File: src/rtl/fb_pkg.sv
// Shared types and defaults for the framebuffer read/write schedulers.
package fb_pkg;

   localparam int FB_ADDR_W = 10;
   localparam int FB_DATA_W = 16;

   localparam logic OWNER_DISP = 1'b0;
   localparam logic OWNER_HOST = 1'b1;

   // One in-flight RAM access: does it carry data, and who gets it
   typedef struct packed {
      logic valid;
      logic owner;
   } tag_t;

endpackage

File: src/rtl/fb_read_tag_pipe.sv
// Delay line that follows each RAM access for RD_LATENCY cycles so the
// returning data can be steered to its owner. Async reset drops all tags.
import fb_pkg::*;

module fb_read_tag_pipe #(
   parameter int RD_LATENCY = 1
) (
   input  logic clk_in,
   input  logic reset,
   input  tag_t tag_in,
   output tag_t tag_out
);

   tag_t stages [RD_LATENCY];

   // shift tags one stage per cycle; stage RD_LATENCY-1 lines up with RAM data
   always_ff @(posedge clk_in or posedge reset) begin
      if (reset) begin
         for (int i = 0; i < RD_LATENCY; i++) stages[i] <= '0;
      end else begin
         stages[0] <= tag_in;
         for (int i = 1; i < RD_LATENCY; i++) stages[i] <= stages[i-1];
      end
   end

   assign tag_out = stages[RD_LATENCY-1];

endmodule

File: src/rtl/fb_read_scheduler.sv
// Arbitrates the single framebuffer read port between display pixel fetch
// (absolute priority) and host readback, and owns the front/back buffer
// select with swaps deferred to frame_start.
import fb_pkg::*;

module fb_read_scheduler #(
   parameter int ADDR_W       = FB_ADDR_W,
   parameter int DATA_W       = FB_DATA_W,
   parameter int RD_LATENCY   = 1,
   parameter int STARVE_LIMIT = 255
) (
   input  logic              clk_in,
   input  logic              reset,
   input  logic              disp_req,
   input  logic [ADDR_W-1:0] disp_addr,
   output logic [DATA_W-1:0] disp_data,
   output logic              disp_data_valid,
   input  logic              frame_start,
   input  logic              host_req_valid,
   input  logic [ADDR_W-1:0] host_req_addr,
   output logic              host_req_ready,
   output logic              host_rsp_valid,
   output logic [DATA_W-1:0] host_rsp_data,
   input  logic              swap_req,
   output logic              swap_pending,
   output logic              buffer_select,
   output logic              host_starved,
   output logic              ram_rd_en,
   output logic [ADDR_W:0]   ram_rd_addr,
   input  logic [DATA_W-1:0] ram_rd_data
);

   localparam logic [7:0] STARVE_MAX = 8'(STARVE_LIMIT);

   logic              host_gnt;
   logic              host_busy_q;
   logic              bsel_q;
   logic              pending_q;
   logic [7:0]        starve_q;
   logic [ADDR_W:0]   addr_q;
   logic [DATA_W-1:0] disp_q;
   logic [DATA_W-1:0] host_q;
   tag_t              tag_in;
   tag_t              tag_out;

   // per-cycle grant: display wins outright, host only when the port is idle
   always_comb begin
      host_req_ready = !disp_req && !host_busy_q;
      host_gnt       = host_req_valid && host_req_ready;
      ram_rd_en      = disp_req || host_gnt;
      ram_rd_addr    = addr_q;
      tag_in         = '0;
      if (disp_req) begin
         ram_rd_addr  = {bsel_q, disp_addr};
         tag_in.valid = 1'b1;
         tag_in.owner = OWNER_DISP;
      end else if (host_gnt) begin
         ram_rd_addr  = {~bsel_q, host_req_addr};
         tag_in.valid = 1'b1;
         tag_in.owner = OWNER_HOST;
      end
   end

   // keep the last issued address on the bus while the port is idle
   always_ff @(posedge clk_in or posedge reset) begin
      if (reset)          addr_q <= '0;
      else if (ram_rd_en) addr_q <= ram_rd_addr;
   end

   // single outstanding host read: busy from grant until its response cycle
   always_ff @(posedge clk_in or posedge reset) begin
      if (reset)               host_busy_q <= 1'b0;
      else if (host_gnt)       host_busy_q <= 1'b1;
      else if (host_rsp_valid) host_busy_q <= 1'b0;
   end

   // buffer swap only lands on a frame boundary; repeated requests collapse
   always_ff @(posedge clk_in or posedge reset) begin
      if (reset) begin
         bsel_q    <= 1'b0;
         pending_q <= 1'b0;
      end else if (frame_start && pending_q) begin
         bsel_q    <= ~bsel_q;
         pending_q <= 1'b0;
      end else if (swap_req) begin
         pending_q <= 1'b1;
      end
   end

   // count cycles the host is held off; status only, does not alter priority
   always_ff @(posedge clk_in or posedge reset) begin
      if (reset)                          starve_q <= '0;
      else if (!host_req_valid || host_gnt) starve_q <= '0;
      else if (starve_q != STARVE_MAX)    starve_q <= starve_q + 8'd1;
   end

   fb_read_tag_pipe #(
      .RD_LATENCY (RD_LATENCY)
   ) u_tag_pipe (
      .clk_in  (clk_in),
      .reset   (reset),
      .tag_in  (tag_in),
      .tag_out (tag_out)
   );

   assign disp_data_valid = tag_out.valid && (tag_out.owner == OWNER_DISP);
   assign host_rsp_valid  = tag_out.valid && (tag_out.owner == OWNER_HOST);

   // capture returning data so each output holds its last word between reads
   always_ff @(posedge clk_in or posedge reset) begin
      if (reset) begin
         disp_q <= '0;
         host_q <= '0;
      end else begin
         if (disp_data_valid) disp_q <= ram_rd_data;
         if (host_rsp_valid)  host_q <= ram_rd_data;
      end
   end

   assign disp_data     = disp_data_valid ? ram_rd_data : disp_q;
   assign host_rsp_data = host_rsp_valid  ? ram_rd_data : host_q;
   assign swap_pending  = pending_q;
   assign buffer_select = bsel_q;
   assign host_starved  = (starve_q == STARVE_MAX);

endmodule

File: config.mk
export PLATFORM = sky130hd
export DESIGN_NAME = fb_read_scheduler
export DESIGN_NICKNAME = d
export VERILOG_FILES = /design/src/rtl/fb_pkg.sv /design/src/rtl/fb_read_tag_pipe.sv /design/src/rtl/fb_read_scheduler.sv
export SDC_FILE = /design/constraint.sdc
export NUM_CORES = 1
export LEC_CHECK = 0
export ABC_AREA = 0
export CAP_MARGIN = 40
export CORE_MARGIN = 2
export CORE_UTILIZATION = 47
export CTS_CLUSTER_SIZE = 40
export DETAILED_ROUTE_END_ITERATION = 6
export PLACE_DENSITY = 0.85
export SLEW_MARGIN = 15
export SYNTH_ARGS = -nofsm -noshare
export SYNTH_HDL_FRONTEND = slang
export SYNTH_SLANG_ARGS = --single-unit
File: constraint.sdc
create_clock -name clk_in -period 3.6 [get_ports clk_in]
set_input_delay 0.72 -clock clk_in [delete_from_list [all_inputs] [get_ports clk_in]]
set_output_delay 0.72 -clock clk_in [all_outputs]
set_load 0.1 [all_outputs]
==> flow_summary.yaml <==
die:
  die-area_um2: 5660
  core-area_um2: 4820
  rows: 25
  dieHeight_um: 75.2
  die_width_um: 75.2
  pin_count: 92
  initial_core_util: 0.495
sta:
  maxSlewViolCount: 0
  fin_crit_ns: 3.30
  setup_viol: 0
  final.setup.worst_slack_ns: 0.298
  min_period_over_period: 0.917
  finalHoldViolCount: 0
  setup-tns-final_ns: 0
  rsz0062_at_grt: "false"
  worstMarginPinSlew_ns: 0.847
  max_slew_margin: 0.434
  fin_skew_ns: 0.00513
  max_freq_mhz: 303
hold_path:
  min_from: "addr_q[6]$_DFFE_PP0P_"
  hold_depth: 1
  worstHoldEndpoint: "addr_q[6]$_DFFE_PP0P_"
  min_path_type: "reg2reg"
clock_network:
  htreeDepth: 2
  hold_buffers: 0
  clk_pin_slew_ns: 0.09
  clock-sinks: 56
  cts-buffers-inserted: 5
  cts_resized: 0
  clk_latency_ns: 0.30
  clockBufferDepth: 2
  cts_root_buf: "clkbuf_8"
  cts_setup_buffers: 0
  cts_tree: "yes"
routing:
  wl_per_cell_um: 15.8
  dr.pass1.iters: 4
  drc: 0
  drt_iter0_drc: 58
  routed_via_density: 5.20
  vias: 1773
  wirelength_um: 5370
  ant_nets: 0
placed_design:
  io_buffer_count: 91
  pre_cts_ws_ns: 0.307
  dp_hpwl_um: 4010
  place.gp.congestion: 0.751
worst_setup_path:
  reg2reg_to: "u_tag_pipe.tag_out[1]$_DFF_PP0_"
  required_ns: 2.88
  r2r_start: "host_busy_q$_DFFE_PP0P_"
  r2r_cells: 3
  r2r_setup_slack_ns: 2.02
  critPathKind: "in2out"
  path_max_fanout: 23
  end_kind: "output pin"
  startpoint_type: "input port"
  crit_arrival_ns: 2.58
final_layout:
  final_cell_mix: "dfrtp_1 (56), clkdlybuf4s50_1 (43), mux2_2 (31)"
  antenna_cells: 0
  syn2layout_area_growth_pct: 56.3
  final_common_cell: "dfrtp_1"
  fin_nets: 316
  drive_above_1_share: 0.350
  final_core_util: 0.774
grt:
  antenna_found_initial: 0
  grt_remaining_overflow: 0
  grt_pass1_vias: 1842
  grt_max_degree: 37
  grt_pass1_wl_um: 8560
  gr-usage-all-layers: 0.201
flow_run:
  cap_violations: 0
logic_synthesis:
  synth-seq-cells: 56
  ys_types: 33
  syn-num-nets: 220
  syn_area_per_cell_um2: 13.5
  syn_inst: 177
  yosysWarnings: 0
  ys_seq_area_frac: 0.588
  syn_area_um2: 2380
power_and_ir_drop:
  p_leak_nw: 1.73
  vdd.ir_drop.worst_uv: 716
  powerDensity_nw_per_um2: 951
status:
  outcome: "complete, no violations"
cells in the mapped netlist (all sizes together):
master	n	area share
a31oi	3	0.0079
a21boi	1	0.0032
o21bai	2	0.0063
a21o	21	0.066
inv	5	0.0079
a221o	2	0.0084
buf	7	0.025
o311a	2	0.0084
a22o	10	0.037
mux2	32	0.15
a21oi	3	0.0063
o21a	1	0.0032
o21ai	3	0.0063
nand3	3	0.0063
nor2	4	0.0074
nand4	2	0.0052
mux2i	1	0.0042
and4	1	0.0037
nor3b	1	0.0079
and3	1	0.0026
nor2b	2	0.0052
a211oi	1	0.0032
nand2	5	0.0089
ha	1	0.0052
nor3	5	0.010
dfrtp	56	0.59
xnor2	1	0.0037
clkbuf	1	0.0016
state kept, by name, indices dropped and copies added (netlist names):
| signal | flops |
|---|---|
| host_busy_q | 1 |
| addr_q | 11 |
| swap_pending | 1 |
| host_q | 16 |
| starve_q | 8 |
| u_tag_pipe.tag_out | 2 |
| buffer_select | 1 |
| disp_q | 16 |
worst max path at each step:
stage | from | end
2_1_floorplan | disp_req | host_req_ready
3_3_place_gp | disp_req | ram_rd_addr[10]
3_5_place_dp | disp_req | ram_rd_addr[10]
4_1_cts | disp_req | ram_rd_addr[10]
5_1_grt | disp_req | ram_rd_addr[10]
6_report | disp_req | ram_rd_addr[10]
power by group:
part	leakage, nW	internal (mW)	total, mW	switching, mW
clock network	0.0552	0.207	0.395	0.188
logic	0.997	0.648	2.26	1.62
registers	0.675	0.805	0.883	0.0782
total	1.73	1.66	3.54	1.88
area by class of cell:
cell class | count | area, µm²
Clock buffer | 6 | 72.6
Clock inverter | 2 | 35.0
Fill cell | 318 | 1090
Inverter | 5 | 18.8
Multi-Input combinational cell | 108 | 901
Sequential cell | 56 | 1400
Tap cell | 67 | 83.8
Timing Repair Buffer | 97 | 1210
cell families (layout without fill, tap and decap cells):
kind of cell,after synthesis,after routing,synth area share
compound gates,49,49,0.156
xor+xnor,1,1,0.00368
fa+ha+maj,1,1,0.00525
buf+inv,13,110,0.0341
flops,56,56,0.588
mux,33,33,0.155
simple gates,24,24,0.0577
metal layers:
layer,share of wire,GRT usage
met1,0.44,0.266
met2,0.49,0.329
met3,0.058,0.0495
met4,0.012,0.0604
met5,0,0
worst max-delay path, cell delays in order:
cell and delay [ns]:
clkdlybuf4s50_1 0.62, nor3b_4 0.08, nor2_2 0.65, a221o_1 0.32, buf_12 0.19
stage by stage:
| step | hold WS, ns | area (µm²) | std cells | total power, mW |
|---|---|---|---|---|
| 2_1_floorplan | 0.450 | 2380 | 177 | 2.53 |
| 3_3_place_gp | 0.463 | 3590 | 331 | 3.11 |
| 3_5_place_dp | 0.469 | 3620 | 333 | 3.17 |
| 4_1_cts | 0.492 | 3730 | 341 | 3.57 |
| 5_1_grt | 0.515 | 3730 | 341 | 3.66 |
| 6_report | 0.488 | 3730 | 341 | 3.54 |
Note: power is estimated with default switching activity, not from simulation.
